## src/rtl/demux_stripe_1x4_pkg.sv

```systemverilog
// Shared constants and phase decode for the 1:4 byte de-striper.
// The phase triple mirrors the clock generator's {clkf,clk2f,clk4f}.
package demux_stripe_1x4_pkg;

  localparam int unsigned WIDTH_DEF = 8;
  localparam int unsigned LANES     = 4;
  localparam int unsigned PHASE_W   = 3;
  localparam int unsigned LANE_W    = 2;

  typedef enum logic [LANE_W-1:0] {
    Lane0 = 2'd0,
    Lane1 = 2'd1,
    Lane2 = 2'd2,
    Lane3 = 2'd3
  } lane_e;

  typedef struct packed {
    logic  strobe;
    lane_e lane;
  } sample_sel_t;

  // Odd phases are sample edges; lane = (7 - phase) >> 1, which is ~phase[2:1].
  function automatic sample_sel_t phase_to_sample(input logic [PHASE_W-1:0] phase);
    sample_sel_t sel;
    sel.strobe = phase[0];
    sel.lane   = lane_e'(~phase[PHASE_W-1:1]);
    return sel;
  endfunction

endpackage

```

## src/rtl/demux_stripe_1x4_phase_cnt8.sv

```systemverilog
// 3-bit down-counter in the clk8f domain; leaves reset in lockstep with the
// clock generator so its value always equals {clkf,clk2f,clk4f}.
module demux_stripe_1x4_phase_cnt8
  import demux_stripe_1x4_pkg::*;
(
  input  logic               clk8f,
  input  logic               reset,
  output logic [PHASE_W-1:0] phase
);

  logic [PHASE_W-1:0] r_phase;

  always_ff @(posedge clk8f) begin
    if (!reset) begin
      r_phase <= '0;
    end else begin
      r_phase <= r_phase - PHASE_W'(1);
    end
  end

  assign phase = r_phase;

endmodule

```

## src/rtl/demux_stripe_1x4.sv

```systemverilog
// 1:4 byte de-striper: samples one byte on each odd phase and presents all
// four lanes together on the phase==1 edge, once per 8 clk8f cycles.
module demux_stripe_1x4
  import demux_stripe_1x4_pkg::*;
#(
  parameter int unsigned WIDTH = WIDTH_DEF
) (
  input  logic               clk8f,
  input  logic               reset,
  input  logic [WIDTH-1:0]   data_in,
  input  logic               valid_in,
  output logic [WIDTH-1:0]   data_out0,
  output logic [WIDTH-1:0]   data_out1,
  output logic [WIDTH-1:0]   data_out2,
  output logic [WIDTH-1:0]   data_out3,
  output logic               valid_out0,
  output logic               valid_out1,
  output logic               valid_out2,
  output logic               valid_out3,
  output logic               frame_sync,
  output logic [PHASE_W-1:0] phase
);

  logic [PHASE_W-1:0] w_phase;
  sample_sel_t        w_sel;
  logic [WIDTH-1:0]   w_sample_data;

  logic [WIDTH-1:0]   r_stage_data0;
  logic [WIDTH-1:0]   r_stage_data1;
  logic [WIDTH-1:0]   r_stage_data2;
  logic [2:0]         r_stage_valid;
  logic [WIDTH-1:0]   r_data_out0;
  logic [WIDTH-1:0]   r_data_out1;
  logic [WIDTH-1:0]   r_data_out2;
  logic [WIDTH-1:0]   r_data_out3;
  logic [LANES-1:0]   r_valid_out;
  logic               r_frame_sync;

  demux_stripe_1x4_phase_cnt8 u_phase_cnt8 (
    .clk8f (clk8f),
    .reset (reset),
    .phase (w_phase)
  );

  assign w_sel         = phase_to_sample(w_phase);
  assign w_sample_data = valid_in ? data_in : '0;

  // Lane3 has no staging register: it is written straight to the outputs on the
  // same edge the staged lanes are released, so the frame appears atomically.
  always_ff @(posedge clk8f) begin
    if (!reset) begin
      r_stage_data0 <= '0;
      r_stage_data1 <= '0;
      r_stage_data2 <= '0;
      r_stage_valid <= '0;
      r_data_out0   <= '0;
      r_data_out1   <= '0;
      r_data_out2   <= '0;
      r_data_out3   <= '0;
      r_valid_out   <= '0;
      r_frame_sync  <= 1'b0;
    end else begin
      r_frame_sync <= 1'b0;
      if (w_sel.strobe) begin
        unique case (w_sel.lane)
          Lane0: begin
            r_stage_data0    <= w_sample_data;
            r_stage_valid[0] <= valid_in;
          end
          Lane1: begin
            r_stage_data1    <= w_sample_data;
            r_stage_valid[1] <= valid_in;
          end
          Lane2: begin
            r_stage_data2    <= w_sample_data;
            r_stage_valid[2] <= valid_in;
          end
          Lane3: begin
            r_data_out0  <= r_stage_data0;
            r_data_out1  <= r_stage_data1;
            r_data_out2  <= r_stage_data2;
            r_data_out3  <= w_sample_data;
            r_valid_out  <= {valid_in, r_stage_valid};
            r_frame_sync <= 1'b1;
          end
        endcase
      end
    end
  end

  assign data_out0  = r_data_out0;
  assign data_out1  = r_data_out1;
  assign data_out2  = r_data_out2;
  assign data_out3  = r_data_out3;
  assign valid_out0 = r_valid_out[0];
  assign valid_out1 = r_valid_out[1];
  assign valid_out2 = r_valid_out[2];
  assign valid_out3 = r_valid_out[3];
  assign frame_sync = r_frame_sync;
  assign phase      = w_phase;

endmodule

```

## config.mk

```make
export PLATFORM = sky130hd
export DESIGN_NAME = demux_stripe_1x4
export DESIGN_NICKNAME = d
export VERILOG_FILES = /design/src/rtl/demux_stripe_1x4_pkg.sv /design/src/rtl/demux_stripe_1x4_phase_cnt8.sv /design/src/rtl/demux_stripe_1x4.sv
export SDC_FILE = /design/constraint.sdc
export NUM_CORES = 1
export LEC_CHECK = 0
export ABC_AREA = 1
export ABC_CLOCK_PERIOD_IN_PS = 1400
export CAP_MARGIN = 0
export CORE_UTILIZATION = 30
export DETAILED_ROUTE_END_ITERATION = 8
export MAX_ROUTING_LAYER = met4
export SYNTH_ARGS = -nofsm -noshare
export SYNTH_HDL_FRONTEND = slang
export SYNTH_HIERARCHICAL = 1
export SYNTH_SLANG_ARGS = --single-unit
```

## constraint.sdc

```tcl
create_clock -name clk8f -period 1.4 [get_ports clk8f]
set_clock_uncertainty 0.1 [all_clocks]
set_input_delay 0.28 -clock clk8f [delete_from_list [all_inputs] [get_ports clk8f]]
set_output_delay 0.28 -clock clk8f [all_outputs]
set_load 0.02 [all_outputs]
```

==> results of run 1 <==
metal layers:
layer  vias up  GRT usage [%]  wire length [µm]
li1       1342              -                 -
met1      1116           16.7              3190
met2        55           23.7              3000
met3        14           2.43               274
met4         0           8.73               142
met5         -              -                 0
flip-flops by register name (all words and copies together) (netlist names):
signal,count
r_stage_data0,8
r_valid_out,4
data_out3,8
r_stage_data2,8
r_stage_valid,3
u_phase_cnt8/phase,3
r_stage_data1,8
data_out1,8
data_out2,8
frame_sync,1
data_out0,8
cells by family (layout without fill, tap and decap cells):
group                      Yosys count  in the layout
and+or+nand+nor                    245            245
AOI/OAI and AO/OA                   31             31
adders and majority gates            1              1
DFF                                 67             67
buffers and inverters               71            123
cell type report:
cell class | instances | area, µm² | area share (%)
Tap cell | 108 | 135 | 3.76
Multi-Input combinational cell | 277 | 1160 | 32.3
Sequential cell | 67 | 1350 | 37.5
Clock inverter | 6 | 88.8 | 2.47
Timing Repair Buffer | 63 | 557 | 15.5
Clock buffer | 10 | 138 | 3.83
Inverter | 44 | 165 | 4.60
power by group:
part	internal (mW)	switching [mW]
combinational	0.376	0.607
sequential	2.06	0.0776
clock	1.05	0.780
total	3.49	1.46
Yosys cell counts (all sizes together):
library cell	instances
inv	44
nand2	108
clkbuf	4
dfxtp	67
nor2	103
ha	1
nand3b	3
nand3	31
buf	23
a21oi	31
worst paths after layout:
| kind | to | slack (ps) | cells after the start |
|---|---|---|---|
| max | data_out2[7] | 20 | 1 |
| max reg2reg | r_stage_data2[5] | 130 | 5 |
| min | u_phase_cnt8/phase[2] | 300 | 4 |
| min reg2reg | data_out0[1] | 380 | 2 |
timing repair:
item / 4_1_cts / 5_1_grt
setup endpoints to repair: 52 / 49
cloned: 0 / 2
gates resized for setup: 80 / 33
metrics by stage:
stage / util [%] / std cells / hold WS, ps / setup slack (ps) / TNS [ps]
2_1_floorplan: - / 415 / 293 / 21.5 / 0
3_3_place_gp: 38.8 / 557 / 356 / -80.5 / -1140
3_5_place_dp: 38.8 / 557 / 369 / -89.5 / -1580
4_1_cts: 41.5 / 573 / 308 / 0.824 / 0
5_1_grt: 40.6 / 575 / 334 / 0.101 / 0
6_report: 40.6 / 575 / 303 / 23.1 / 0
==> results, run 1 <==
- The run finished with clean final reports.
- The routed via count divided by cell count is 4.39.
- The number of buffers inserted by port buffering is 50.
- The routed design could run at a clock period as short as 1380 ps.
- The slew of the pin with the lowest slew margin is 281 ps.
- The first global-routing pass estimated 10900 µm of wire.
- Of all nets on the critical path, the largest fanout is 2.
- The number of buffers between clock root and the deepest sink is 2.
- The remaining global-route overflow is 0.
- The number of global-route vias before repair is 2481.
- 51 I/O pins were placed.
- In this run the worst setup path begins at data_out2[7].
- The congestion estimate from routability-driven global placement came to 0.782.
- The startpoint of the lowest-slack hold path is reset.
- The repair_antennas step left the layout with diodes totalling 0.
- The die height is 98.3 µm.
- The number of buffers created by CTS is 9.
- The area fraction in compound gates after synthesis is 5.58%.
- The area of all placed cells without fillers is 0.00359 mm².
- The fraction of the mapped netlist area in adder cells is 0.450%.
- The clock root buffer is sky130_fd_sc_hd__clkbuf_8.
- The simple-gate share of the synthesized area is 35.3%.
- Data on the critical path arrives at its endpoint at 1000 ps.
- The class of the tightest hold or removal check is input port to flip-flop.
- Relative to the synthesized area, the layout overhead comes to 29.0%.
- The number of buffers inserted by post-CTS setup repair is 0.
- The leakage power is 1.83 nW.
- The number of nets with antenna violations after routing is 0.
- The sequential share of the synthesized area is 48.2%.
- The xor-xnor portion of the synthesized cell area is 0%.
- Setup repair after global routing left no endpoint under its margin.
- Max-cap violations in this run came to 0.
- The post-synthesis cell count is 415.
- The count of pins over their slew limit is 0.
- STA puts the critical path data required time at 1020 ps.
- The DRC marker count from the first detailed-route iteration is 132.
- The total number of vias is 2527.
- The cell family with the largest share of critical-path delay is flip-flops.
- The total die area is 0.00966 mm².
- The hold buffer count at cts is 0.
- The post-CTS clock slew at the launch and capture registers of the worst setup and hold paths is 70 ps.
- The beginning of the worst register-to-register path is u_phase_cnt8/phase[0].
- For this configuration, the core starts out at a cell density of 31.4%.
- The post-route fraction of the period consumed by the critical path is 98.3%.
- The number of H-tree branching levels is 3.
- TritonCTS built the clock tree.
- The DRC violations left is 0.
- The insertion delay to the later sink of the worst-skew pair is 350 ps.
- After floorplanning, the core was sized to cover 0.00885 mm².
- Measured against its own limit, the worst slew margin works out to 81.2%.
- Setup violations remaining at the end of the flow were counted as 0.
- Of all cell types, the one taking the most synthesized area is sky130_fd_sc_hd__dfxtp_1.
- Counting both buffers and inverters, the worst setup path holds a total of 1.
- The overall routing resource usage is 14.5%.
- The synthesized design devotes to its leading area cell type 48.2% of total area.
- The combinational family with the most area after synthesis is simple AND/OR/NAND/NOR gates.
- In this run the mean area of a mapped cell was 6.71 µm².
- STA classifies the critical path startpoint as a flip-flop.
- The count of fill cells added during filler insertion is 956.
- The multiplexer share of the synthesized area is 0%.
- By startpoint and endpoint, the worst setup path is classified as flip-flop to output pin.
- In the final design database the tool counted 474 nets.
- The number of warnings printed during yosys synthesis is 6.
- The worst setup path is captured at an output pin.
- The total standard cell area after synthesis is 0.00278 mm².
- The most common cell after layout, fill and taps aside is sky130_fd_sc_hd__nand2_1.
- The number of different library cells in the post-synthesis netlist is 14.
- In the layout the commonest cells are sky130_fd_sc_hd__nand2_1, sky130_fd_sc_hd__nor2_1, sky130_fd_sc_hd__dfxtp_1, sky130_fd_sc_hd__inv_1, sky130_fd_sc_hd__a21oi_1.
- The power density over cell area is 1380 mW/mm².
- Detailed placement ended at an HPWL of 4010 µm.
- The largest incremental delay on the critical path is 340 ps.
- The initial antenna violation count is 0.
- Summed over all layers, the routed wires come to 6600 µm.
- The register bit count reported by yosys is 67.
- After synthesis, the cell types taking the most area are sky130_fd_sc_hd__dfxtp_1, sky130_fd_sc_hd__nand2_1, sky130_fd_sc_hd__nor2_1.
- The placement row count is 34.
- The final hold violation count came to 0.
- Cells with a size suffix above 1 make up 13.9% of the layout.
- The largest net degree at the start of global routing is 71.
- Total power for the finished layout comes to 4.95 mW.
- The cell at the slowest stage of the critical path is sky130_fd_sc_hd__dfxtp_1.
- Traced cell by cell, the critical path runs through clkdlybuf4s15_1.
- For this run, the detailed router's first-pass iteration total came to 6.
- The cell area after placement is 0.00343 mm².
- The number of nets handed over by synthesis was 427.
- In the final routed layout, each cell accounts on average for 11.5 µm.
- The clock sink count is 67.
- The worst vdd rail ir drop is 0.390 mV.
- From left edge to right edge, the die measures 98.3 µm.
- The highest clock rate is 0.726 GHz.
No activity file was read; power rests on OpenSTA's default activity.
==> run 2: changes to the inputs <==
--- a/config.mk
+++ b/config.mk
@@ -12,2 +12,3 @@
 export DETAILED_ROUTE_END_ITERATION = 8
+export GPL_ROUTABILITY_DRIVEN = 0
 export MAX_ROUTING_LAYER = met4
--- a/constraint.sdc
+++ b/constraint.sdc
@@ -4,2 +4,2 @@
 set_output_delay 0.28 -clock clk8f [all_outputs]
-set_load 0.02 [all_outputs]
+set_load 0.005 [all_outputs]
==> results, run 2 (synthesis results as in run 1) <==
- The count of final setup violators came to 0 (unchanged).
- The overall routing resource usage is 14.7% (was 14.5%).
- The worst vdd rail ir drop was 0.387 mV (was 0.390 mV).
- The die height came to 98.3 µm (unchanged).
- The number of antenna diodes was 0 (unchanged).
- The part of the total power dissipated in combinational logic is 19.7% (was 19.9%).
- The startpoint of the lowest-slack hold path is reset (unchanged).
- The number of H-tree branching levels is 3 (unchanged).
- The leakage power was 1.97 nW (was 1.83 nW).
- The detailed placer's ending HPWL was 4180 µm (was 4010 µm).
- The number of iterations in the first detailed-routing pass is 8 (was 6).
- The number of instances on the worst hold path is 4 (unchanged).
- The final layout net count was 479 (was 474).
- The power density over cell area was 1300 mW/mm² (was 1380 mW/mm²).
- The insertion delay to the later sink of the worst-skew pair is 350 ps (about the same).
- The overall routed net length was 6710 µm (was 6600 µm).
- The layout-stage area growth over the synthesis result came to 33.1% (was 29.0%).
- The count of pins over their slew limit is 0 (unchanged).
- Outcome: completed (unchanged).
- The category of the critical setup timing path is flip-flop to output pin (unchanged).
- The remaining global-route overflow was 0 (unchanged).
- The clock sink count is 67 (unchanged).
- The total die area is 0.00966 mm² (unchanged).
- The number of buffers between clock root and the deepest sink is 2 (unchanged).
- The kind of launch point of the worst setup path is a flip-flop (unchanged).
- The final standard cell utilization of the core is 41.9% (was 40.6%).
- The number of nets with antenna violations after routing came to 0 (unchanged).
- RSZ-0062 raised after global routing: false (unchanged).
- The internal power summed over all cells is 3.50 mW (was 3.49 mW).
- The critical path data arrival time is 960 ps (was 1000 ps).
- The number of buffers created by CTS is 9 (unchanged).
- The routed via count divided by cell count came to 4.40 (was 4.39).
- The cell family with the largest share of critical-path delay is flip-flops (unchanged).
- The post-route fraction of the period consumed by the critical path came to 95.8% (was 98.3%).
- The capturing element type of the critical path is an output pin (unchanged).
- The buffer and inverter count on the worst path is 1 (unchanged).
- The class of the tightest hold or removal check is input port to flip-flop (unchanged).
- The largest incremental delay on the critical path is 360 ps (was 340 ps).
- The cell at the slowest stage of the critical path is sky130_fd_sc_hd__dfxtp_1 (unchanged).
- The minimum setup slack among reg-to-reg paths is 80 ps (was 130 ps).
- The worst relative slew slack is 73.6% (was 81.2%).
- The effective utilization at floorplan is 31.4% (unchanged).
- The clock root buffer is sky130_fd_sc_hd__clkbuf_8 (unchanged).
- The area of the core came to 0.00885 mm² (unchanged).
- The required time of the worst setup path is 1020 ps (about the same).
- The switching power summed over all nets is 1.32 mW (was 1.46 mW).
- The post-layout minimum cycle time is 1340 ps (was 1380 ps).
- The endpoint of the worst register-to-register path is r_stage_data1[2] (was r_stage_data2[5]).
- The switching part of the total was 27.3% (was 29.6%).
- The number of global-route vias before repair is 2289 (was 2481).
- The DRC marker count from the first detailed-route iteration is 138 (was 132).
- The slew of the pin with the lowest slew margin is 396 ps (was 281 ps).
- The instance count after placement with tap cells included is 560 (was 557).
- The DRC violations left is 0 (unchanged).
- The TritonCTS clock tree is built (unchanged).
- The total number of vias is 2550 (was 2527).
- The endpoint of the worst hold-timing path was u_phase_cnt8/phase[2] (unchanged).
- The initial antenna violation count is 0 (unchanged).
- The final standard cell count with taps included and fillers excluded is 580 (was 575).
- The number of top-level pins is 51 (unchanged).
- The number of buffers inserted by port buffering is 50 (unchanged).
- CP cell instances: dlygate4sd2_1 (was clkdlybuf4s15_1).
- The clock group share of total power was 36.0% (was 37.0%).
- The most common cell after layout, fill and taps aside is sky130_fd_sc_hd__nand2_1 (unchanged).
- The die span in x was 98.3 µm (unchanged).
- The largest net degree at the start of global routing is 67 (was 71).
- The biggest fanout along the worst timing path is 2 (unchanged).
- The proportion of layout cells with a drive suffix above 1 came to 11.2% (was 13.9%).
- The first-pass GRT wire length is 10800 µm (was 10900 µm).
- The highest clock rate is 0.745 GHz (was 0.726 GHz).
- The number of maximum-capacitance violations is 0 (unchanged).
- The worst-case reg-to-reg path depth is 8 (was 5).
- Top library cells by usage in the layout, fill and taps aside: sky130_fd_sc_hd__nand2_1, sky130_fd_sc_hd__nor2_1, sky130_fd_sc_hd__dfxtp_1, sky130_fd_sc_hd__inv_1, sky130_fd_sc_hd__dlygate4sd2_1 (was sky130_fd_sc_hd__nand2_1, sky130_fd_sc_hd__nor2_1, sky130_fd_sc_hd__dfxtp_1, sky130_fd_sc_hd__inv_1, sky130_fd_sc_hd__a21oi_1).
- The final hold violation count is 0 (unchanged).
- The post-CTS clock slew at the launch and capture registers of the worst setup and hold paths was 80 ps (was 70 ps).
- The share of total power in sequential cells came to 44.3% (was 43.2%).
- The beginning of the worst register-to-register path is u_phase_cnt8/phase[1] (was u_phase_cnt8/phase[0]).
- The average wire length per cell after detail routing is 11.6 µm (was 11.5 µm).
- The placement row count is 34 (unchanged).
## run 2: power groups by stage
stage,Combinational (mW),Clock [mW],Sequential [mW]
CTS,0.864,1.77,2.14
floorplan,0.519,0,2.18
global placement,0.911,0,2.18
finish,0.948,1.74,2.13
detailed placement,0.922,0,2.18
global route,1.07,1.85,2.15
## run 2: what timing repair did
| action | CTS | global route |
|---|---|---|
| cloned | 0 | 2 |
| setup endpoints to repair | 41 | 9 |
| pin swaps | 0 | 1 |
| setup buffers | 1 | 1 |
| hold buffers | 0 | 0 |
| gates resized for setup | 58 | 2 |
## run 2: cell type report
type	instances	area [µm²]
Clock inverter	5	77.6
Clock buffer	11	131
Multi-Input combinational cell	277	1160
Inverter	44	165
Sequential cell	67	1370
Timing Repair Buffer	68	669
Tap cell	108	135
Fill cell	922	5140
## run 2: per-stage QoR
step                setup WS (ps)  hold WS [ps]  area (µm²)  power [mW]  setup TNS (ps)
finish                       58.1           298        3700        4.82               0
global route                 14.3           323        3700        5.07               0
CTS                          31.0           304        3630        4.77               0
detailed placement           -118           368        3430        3.10           -1310
global placement            -90.3           358        3430        3.09            -843
floorplan                    88.6           300        2780        2.69               0
## run 2: how the worst max path moves through the flow
stage	startpoint	to	slack, ps	cells past startpoint
global placement	valid_in	r_stage_data2[2]	-90	6
CTS	u_phase_cnt8/phase[1]	data_out3[4]	30	5
floorplan	u_phase_cnt8/phase[2]	r_stage_data2[5]	90	7
finish	data_out3[3]	data_out3[3]	60	1
global route	u_phase_cnt8/phase[1]	r_stage_data1[3]	10	8
detailed placement	valid_in	r_stage_data0[2]	-120	6
## run 2: routing by layer
metal / GRT usage, % / share of wire (%) / vias up
li1: - / - / 1358
met1: 18.9 / 50 / 1121
met2: 21.9 / 44 / 58
met3: 2.15 / 3.8 / 13
met4: 8.61 / 2.2 / 0
met5: - / 0 / -
==> run 3: changes to the inputs <==
--- a/config.mk
+++ b/config.mk
@@ -9,3 +9,2 @@
 export ABC_CLOCK_PERIOD_IN_PS = 1400
-export CAP_MARGIN = 0
 export CORE_UTILIZATION = 30
--- a/constraint.sdc
+++ b/constraint.sdc
@@ -4,2 +4,2 @@
 set_output_delay 0.28 -clock clk8f [all_outputs]
-set_load 0.005 [all_outputs]
+set_load 0.01 [all_outputs]
==> results, run 3 (synthesis results as in run 1) <==
- Outcome: complete, but fails checks (was completed).
- The checks that failed: DRC.
- The DRC violations left is 5 (was 0).
- The clock sink count is 67 (unchanged).
- The worst relative slew slack is 81.3% (was 73.6%).
- The total die area is 0.00966 mm² (unchanged).
- The hold buffer count at cts was 0 (unchanged).
- The DRC marker count from the first detailed-route iteration is 100 (was 138).
- The effective utilization at floorplan came to 31.4% (unchanged).
- The critical path data arrival time is 980 ps (was 960 ps).
- The biggest fanout along the worst timing path came to 2 (unchanged).
- RSZ-0062 raised after global routing: false (unchanged).
- The layout-stage area growth over the synthesis result came to 28.6% (was 33.1%).
- The die span in x is 98.3 µm (unchanged).
- The number of top-level pins is 51 (unchanged).
- The cell family with the largest share of critical-path delay is flip-flops (unchanged).
- The worst vdd rail ir drop was 0.392 mV (was 0.387 mV).
- The logic depth of the worst path, buffers included is 1 (unchanged).
- The slew of the pin with the lowest slew margin is 280 ps (was 396 ps).
- The insertion delay to the later sink of the worst-skew pair came to 340 ps (was 350 ps).
- The number of buffers between clock root and the deepest sink is 2 (unchanged).
- The class of the tightest hold or removal check is input port to flip-flop (unchanged).
- The final hold violation count is 0 (unchanged).
- The footprint of the multi-input gates is 0.00115 mm² (was 0.00116 mm²).
- The cell area after placement is 0.00347 mm² (was 0.00343 mm²).
- The number of maximum-capacitance violations is 0 (unchanged).
- The total number of vias came to 2516 (was 2550).
- The placement row count is 34 (unchanged).
- The number of H-tree branching levels is 3 (unchanged).
- The highest clock rate is 0.735 GHz (was 0.745 GHz).
- The clock root buffer is sky130_fd_sc_hd__clkbuf_8 (unchanged).
- The required time of the worst setup path is 1020 ps (about the same).
- The number of instances on the worst hold path was 4 (unchanged).
- The category of the critical setup timing path is flip-flop to output pin (unchanged).
- The first-pass GRT wire length came to 11300 µm (was 10800 µm).
- The routed via count divided by cell count is 4.40 (about the same).
- The overall routed net length was 6440 µm (was 6710 µm).
- The worst path setup slack after routing is 39.7 ps (was 58.1 ps).
- The setup slack after placement was -126 ps (was -118 ps).
- The overall routing resource usage is 15.1% (was 14.7%).
- The most common cell after layout, fill and taps aside is sky130_fd_sc_hd__nand2_1 (unchanged).
- The count of final setup violators came to 0 (unchanged).
- The largest net degree at the start of global routing came to 67 (unchanged).
- The worst-case reg-to-reg path depth was 5 (was 8).
- The remaining global-route overflow is 0 (unchanged).
- The number of nets with antenna violations after routing is 0 (unchanged).
- The total negative slack for setup checks is 0 ps (unchanged).
- The detailed placer's ending HPWL is 4200 µm (was 4180 µm).
- Top library cells by usage in the layout, fill and taps aside: sky130_fd_sc_hd__nand2_1, sky130_fd_sc_hd__nor2_1, sky130_fd_sc_hd__dfxtp_1, sky130_fd_sc_hd__inv_1, sky130_fd_sc_hd__dlygate4sd2_1 (unchanged).
- The count of fill cells added during filler insertion came to 956 (was 922).
- The power density over cell area is 1220 mW/mm² (was 1300 mW/mm²).
- The leakage power is 1.91 nW (was 1.97 nW).
- CP cell instances: dlygate4sd2_1 (unchanged).
- The post-layout minimum cycle time was 1360 ps (was 1340 ps).
- The initial antenna violation count is 0 (unchanged).
- The final standard cell utilization of the core came to 40.4% (was 41.9%).
- The final layout net count was 474 (was 479).
- The capturing element type of the critical path is an output pin (unchanged).
- The kind of launch point of the worst setup path is a flip-flop (unchanged).
- The average wire length per cell after detail routing was 11.3 µm (was 11.6 µm).
- The buffer and inverter count on the worst path is 1 (unchanged).
- The storage element area is 0.00135 mm² (was 0.00137 mm²).
- The count of pins over their slew limit is 0 (unchanged).
- The number of antenna diodes is 0 (unchanged).
- The number of global-route vias before repair is 2468 (was 2289).
- The proportion of layout cells with a drive suffix above 1 is 6.47% (was 11.2%).
- The cell at the slowest stage of the critical path is sky130_fd_sc_hd__dfxtp_1 (unchanged).
- The number of buffers inserted by post-CTS setup repair is 0 (was 1).
- The area of all placed cells without fillers was 0.00358 mm² (was 0.00370 mm²).
- The TritonCTS clock tree is built (unchanged).
- The area of the core is 0.00885 mm² (unchanged).
- The post-route total power is 4.36 mW (was 4.82 mW).
- The post-route fraction of the period consumed by the critical path is 97.2% (was 95.8%).
- The number of buffers created by CTS is 9 (unchanged).
- The post-CTS clock slew at the launch and capture registers of the worst setup and hold paths was 60 ps (was 80 ps).
- The number of buffers inserted by port buffering is 50 (unchanged).
- The die height came to 98.3 µm (unchanged).
- The number of iterations in the first detailed-routing pass is 8 (unchanged).
- The largest incremental delay on the critical path is 370 ps (was 360 ps).
## run 3: path summary, 6_finish.rpt
path	from	endpoint	slack, ps
max	data_out2[6]	data_out2[6]	40
max reg2reg	u_phase_cnt8/phase[2]	data_out0[0]	140
min reg2reg	data_out1[5]	data_out1[5]	380
min	reset	data_out1[6]	330
## run 3: where the power goes
group          internal (mW)  switching (mW)  leakage, nW  total, mW
clock network          0.664           0.650       0.0754       1.31
logic                  0.386           0.526         1.28      0.912
registers               2.06          0.0703        0.548       2.13
total                   3.11            1.25         1.91       4.36
## run 3: layout make-up
type	instances	area share [%]
well taps	108	3.78
multi-input cells	277	32.2
clock buffers	13	4.16
repair buffers	63	17.6
flip-flops and latches	67	37.6
inverters	44	4.62
## run 3: routing by layer
layer | track usage, % | up-vias | wire length [µm]
met2 | 23.7 | 49 | 2930
met1 | 18.7 | 1115 | 3210
li1 | - | 1343 | -
met4 | 8.27 | 0 | 91
met3 | 2.22 | 9 | 202
met5 | - | - | 0
## run 3: per-stage QoR
stage               hold slack [ps]  std cells
global route                    336        572
finish                          325        572
global placement                361        559
floorplan                       300        415
detailed placement              368        559
CTS                             315        572
## run 3: repair_timing
action	4_1_cts	5_1_grt
endpoints found under the setup margin	40	5
resized for setup	42	1
endpoints found under the hold margin	0	0
==> RTL change 1, RTL diff (config.mk and constraints of run 3) <==
Set the package constant `WIDTH_DEF` to 10 (it was 8).
--- a/src/rtl/demux_stripe_1x4_pkg.sv
+++ b/src/rtl/demux_stripe_1x4_pkg.sv
@@ -4,3 +4,3 @@
 
-  localparam int unsigned WIDTH_DEF = 8;
+  localparam int unsigned WIDTH_DEF = 10;
   localparam int unsigned LANES     = 4;
Interface: changed (5 resized); port bits go from 51 to 61. No check against the original RTL was run, so the function may have changed too.
==> RTL change 1 against run 3 <==
- cell area grew 24%
- synthesized area grew 21%
- critical path depth is the same
- register-to-register slack lost 60 ps
- final cell count grew 23%
- routed wire length grew 27%
- critical endpoint is now data_out3[2]
- sequential power grew 21%
- combinational power grew 30%
- setup slack gained 7.2 ps
- power grew 29%
- sequential cell count grew 14
==> RTL change 1: results <==
{
  "grt_antenna_before_repair": 0,
  "p_per_area_nw_per_um2": 1270,
  "syn_area_per_cell_um2": 6.72,
  "cts-htree-levels": 3,
  "dp_hpwl_um": 5430,
  "synth_ff_type": "dfxtp_1",
  "grt_max_degree": 38,
  "drive_gt1_frac": 0.0712,
  "r2r-end": "data_out2[5]$_SDFFE_PN0P_",
  "drc": 0,
  "synth_warnings": 6,
  "antennaDiodeCount": 0,
  "place_inst": 684,
  "r2r_start": "u_phase_cnt8/phase[1]$_SDFF_PN0_",
  "cts_buffers": 9,
  "hp-class": "input port to register",
  "routed_wl_um": 8140,
  "routed.top_layer": "met4",
  "leakagePower_nw": 2.34,
  "dr.pass1.iters": 5,
  "hold-path-endpoint": "u_phase_cnt8/phase[2]$_SDFF_PN0_",
  "r2r_slack_ps": 80,
  "synth.net_count": 516,
  "layoutNonFillerInstCount": 702,
  "cpLargestDelayFamily": "flip-flops",
  "wl_met2_um": 3770,
  "numPortBuffers": 60,
  "outcome": "finished clean",
  "grt_pass1_vias": 2976,
  "drt_iter0_drc": 126,
  "finalNetCount": 573,
  "async_flop_share": 0,
  "path_clk_slew_ps": 80,
  "vias_per_cell": 4.41,
  "synthTopCellsByCount": "129 x nand2_1, 121 x nor2_1, 81 x dfxtp_1",
  "seq_area_frac_synth": 0.481,
  "synth_area_leaders": "dfxtp_1 48%, nand2_1 14%, nor2_1 13%",
  "cp_max_fo": 2,
  "clock_latency_ps": 350,
  "synthDistinctLibCells": 14,
  "grt_use_total": 0.156,
  "ir_worst_vdd_v": 0.000529,
  "hold_depth": 4,
  "grt_pass1_wl_um": 13800,
  "dr_wl_met3_um": 388,
  "routedLengthMet1_um": 3870,
  "max_stage_delay_ps": 350,
  "clockBufferDepth": 2,
  "worstHoldStart": "reset",
  "r2r_cells": 7,
  "worstPathArrival_ps": 970,
  "tightest_slew_ps": 271,
  "slowest_stage": "dfxtp_1",
  "clockRootBuffer": "clkbuf_8"
}
-- RTL change 1: cell count changes after synthesis, sizes merged --
cell           run 3  this run
nand2            108       129
a21oi             31        38
nand3b             3         2
clkbuf             4         8
dfxtp             67        81
o21ai              0         1
nand3             31        39
nor2             103       122
inv               44        55
buf               23        26
-- RTL change 1: worst max path at each step --
stage / to / cells after the start / from
after floorplan: data_out0[0]$_SDFFE_PN0P_ / 5 / u_phase_cnt8/phase[2]$_SDFF_PN0_
after global placement: data_out3[7]$_SDFFE_PN0P_ / 6 / valid_in
after detailed placement: r_stage_data2[7]$_SDFFE_PN0P_ / 6 / valid_in
after CTS: data_out3[4]$_SDFFE_PN0P_ / 6 / u_phase_cnt8/phase[1]$_SDFF_PN0_
after global routing: data_out0[8]$_SDFFE_PN0P_ / 7 / u_phase_cnt8/phase[1]$_SDFF_PN0_
final: data_out3[2] / 1 / data_out3[2]$_SDFFE_PN0P_
-- RTL change 1: cell families (layout without fill, tap and decap cells) --
logic type | Yosys count | in the layout | synth area share
AOI/OAI and AO/OA | 39 | 39 | 0.0578
and+or+nand+nor | 292 | 292 | 0.344
buffers and inverters | 89 | 149 | 0.114
adders and majority gates | 1 | 1 | 0.00371
DFF | 81 | 81 | 0.481
-- RTL change 1: what timing repair did --
item | 4_1_cts | 5_1_grt
setup buffers | 2 | 1
gates resized for setup | 52 | 13
setup endpoints to repair | 56 | 51
pin swaps | 1 | 1
hold buffers | 0 | 0
gates cloned | 1 | 0
-- RTL change 1: per-layer routing --
metal  vias to the layer above  GRT usage
li1                       1628          -
met4                         0     0.0577
met2                        68      0.252
met5                         -          -
met3                         9     0.0332
met1                      1394      0.189
-- RTL change 1: layout make-up --
| type | count | area, um2 |
|---|---|---|
| Clock inverter | 3 | 65.1 |
| Fill cell | 1132 | 6450 |
| Inverter | 55 | 206 |
| Timing Repair Buffer | 80 | 840 |
| Clock buffer | 11 | 151 |
| Sequential cell | 81 | 1630 |
| Tap cell | 140 | 175 |
| Multi-Input combinational cell | 332 | 1380 |
-- RTL change 1: power breakdown --
part / total, mW / switching [mW] / internal (mW) / leakage, nW
Sequential: 2.57 / 0.0844 / 2.49 / 0.663
Combinational: 1.19 / 0.656 / 0.530 / 1.57
Clock: 1.88 / 0.800 / 1.08 / 0.111
-- RTL change 1: through the flow --
stage          setup WS, ps  TNS, ps  cell area, um2  power [mW]  hold WS [ps]
2_1_floorplan           134        0            3370        3.32           300
3_3_place_gp           -153    -1860            4180        3.79           364
3_5_place_dp           -150    -2120            4180        3.80           373
4_1_cts                3.22        0            4390        5.66           276
5_1_grt               0.167        0            4440        5.95           290
6_report               47.0        0            4440        5.64           283
==> RTL change 2, RTL diff (flow settings as in run 3) <==
Made on the original files. Register the outputs `valid_out0`, `valid_out1`, `valid_out2` and `valid_out3`, with the module's reset; this adds one clock of latency there. The other outputs are not delayed to match.
--- a/src/rtl/demux_stripe_1x4.sv
+++ b/src/rtl/demux_stripe_1x4.sv
@@ -94,6 +94,15 @@
   assign data_out3  = r_data_out3;
-  assign valid_out0 = r_valid_out[0];
-  assign valid_out1 = r_valid_out[1];
-  assign valid_out2 = r_valid_out[2];
-  assign valid_out3 = r_valid_out[3];
+  always_ff @(posedge clk8f) begin
+    if (!reset) begin
+      valid_out0 <= '0;
+      valid_out1 <= '0;
+      valid_out2 <= '0;
+      valid_out3 <= '0;
+    end else begin
+      valid_out0 <= r_valid_out[0];
+      valid_out1 <= r_valid_out[1];
+      valid_out2 <= r_valid_out[2];
+      valid_out3 <= r_valid_out[3];
+    end
+  end
   assign frame_sync = r_frame_sync;
Behaviour: not the same (Yosys sat finds a counterexample within 10 cycles, from zero or initial values and one cycle with reset low).
==> RTL change 2 against run 3 <==
- cell area increased by 6.5%
- setup slack gained 9.2 ps
- power is 14% higher
- sequential cell count is 4 higher
- synthesized area is 4.2% higher
- via count up 1.3%
- routed wire length is 4.8% higher
- global-route usage fell by 0.10 points
- critical path type unchanged
- largest power group unchanged
==> RTL change 2: results <==
{
  "outcome": "finished clean",
  "seq_area_frac_synth": 0.490,
  "via_count": 2549,
  "grt_use_total": 0.150,
  "clockBufferDepth": 2,
  "drive_gt1_frac": 0.0835,
  "async_flop_share": 0,
  "slowest_stage": "dfxtp_1",
  "max_stage_delay_ps": 350,
  "dr.pass1.iters": 4,
  "grt_max_degree": 35,
  "path_clk_slew_ps": 80,
  "tightest_slew_ps": 269,
  "place_inst": 593,
  "leakagePower_nw": 2.06,
  "fin_util": 0.410,
  "dpl_cell_area_um2": 3630,
  "routed_wl_um": 6750,
  "cpLargestDelayFamily": "flip-flops",
  "cts-htree-levels": 3,
  "synth_ff_type": "dfxtp_1",
  "synthTopCellsByCount": "116 x nand2_1, 95 x nor2_1, 71 x dfxtp_1",
  "synthDistinctLibCells": 16,
  "grt_antenna_before_repair": 0,
  "grt_pass1_vias": 2373,
  "ir_worst_vdd_v": 0.000798,
  "fill_cells": 1016,
  "clockRootBuffer": "clkbuf_8",
  "synth_warnings": 6,
  "grt_pass1_wl_um": 11500,
  "drt_iter0_drc": 126,
  "dp_slack_ps": -183,
  "cts_resized": 43,
  "dp_hpwl_um": 4380,
  "p_int_mw": 3.57,
  "finalNetCount": 487,
  "clock_latency_ps": 340,
  "postCtsSetupBuffers": 0,
  "antennaDiodeCount": 0,
  "synth.net_count": 437,
  "hp-class": "input port to register",
  "wl_per_cell_um": 11.1,
  "cts_buffers": 9,
  "numPortBuffers": 50,
  "worstPathArrival_ps": 970,
  "syn_area_per_cell_um2": 6.82,
  "synth_area_leaders": "dfxtp_1 49%, nand2_1 15%, nor2_1 12%",
  "cp_max_fo": 2,
  "synth_edf_count": 0
}
-- RTL change 2: final timing paths --
| path | depth (start not counted) | endpoint | slack [ps] | from |
|---|---|---|---|---|
| max | 1 | data_out2[4] | 50 | data_out2[4]$_SDFFE_PN0P_ |
| min | 3 | valid_out1$_SDFF_PN0_ | 180 | reset |
| max reg2reg | 6 | data_out1[3]$_SDFFE_PN0P_ | 130 | u_phase_cnt8/phase[2]$_SDFF_PN0_ |
| min reg2reg | 2 | valid_out0$_SDFF_PN0_ | 340 | r_valid_out[0]$_SDFFE_PN0P_ |
-- RTL change 2: routing by layer --
metal / track usage / up-vias / wire length (um)
met3: 0.0306 / 13 / 272
li1: - / 1371 / -
met2: 0.225 / 46 / 2940
met1: 0.194 / 1119 / 3410
met5: - / - / 0
met4: 0.0691 / 0 / 126
-- RTL change 2: kinds of logic after synthesis --
logic type | count (synthesis) | synth area share
simple gates | 247 | 0.346
fa+ha+maj | 1 | 0.00431
flops | 71 | 0.490
compound gates | 28 | 0.0483
buf+inv | 78 | 0.111
-- RTL change 2: power by group through the flow --
stage          registers [mW]  logic (mW)  clock network [mW]
2_1_floorplan            2.35       0.515                   0
3_3_place_gp             2.30       0.998                   0
3_5_place_dp             2.30        1.01                   0
4_1_cts                  2.25       0.937                1.80
5_1_grt                  2.27        1.06                1.89
6_report                 2.25       0.938                1.76
-- RTL change 2: area by class of cell --
class / instances / area, um2 / share of cell area
Sequential cell: 71 / 1430 / 0.375
Multi-Input combinational cell: 276 / 1170 / 0.307
Inverter: 53 / 199 / 0.0522
Timing Repair Buffer: 64 / 642 / 0.169
Clock inverter: 6 / 86.3 / 0.0227
Clock buffer: 9 / 124 / 0.0325
Tap cell: 129 / 161 / 0.0424
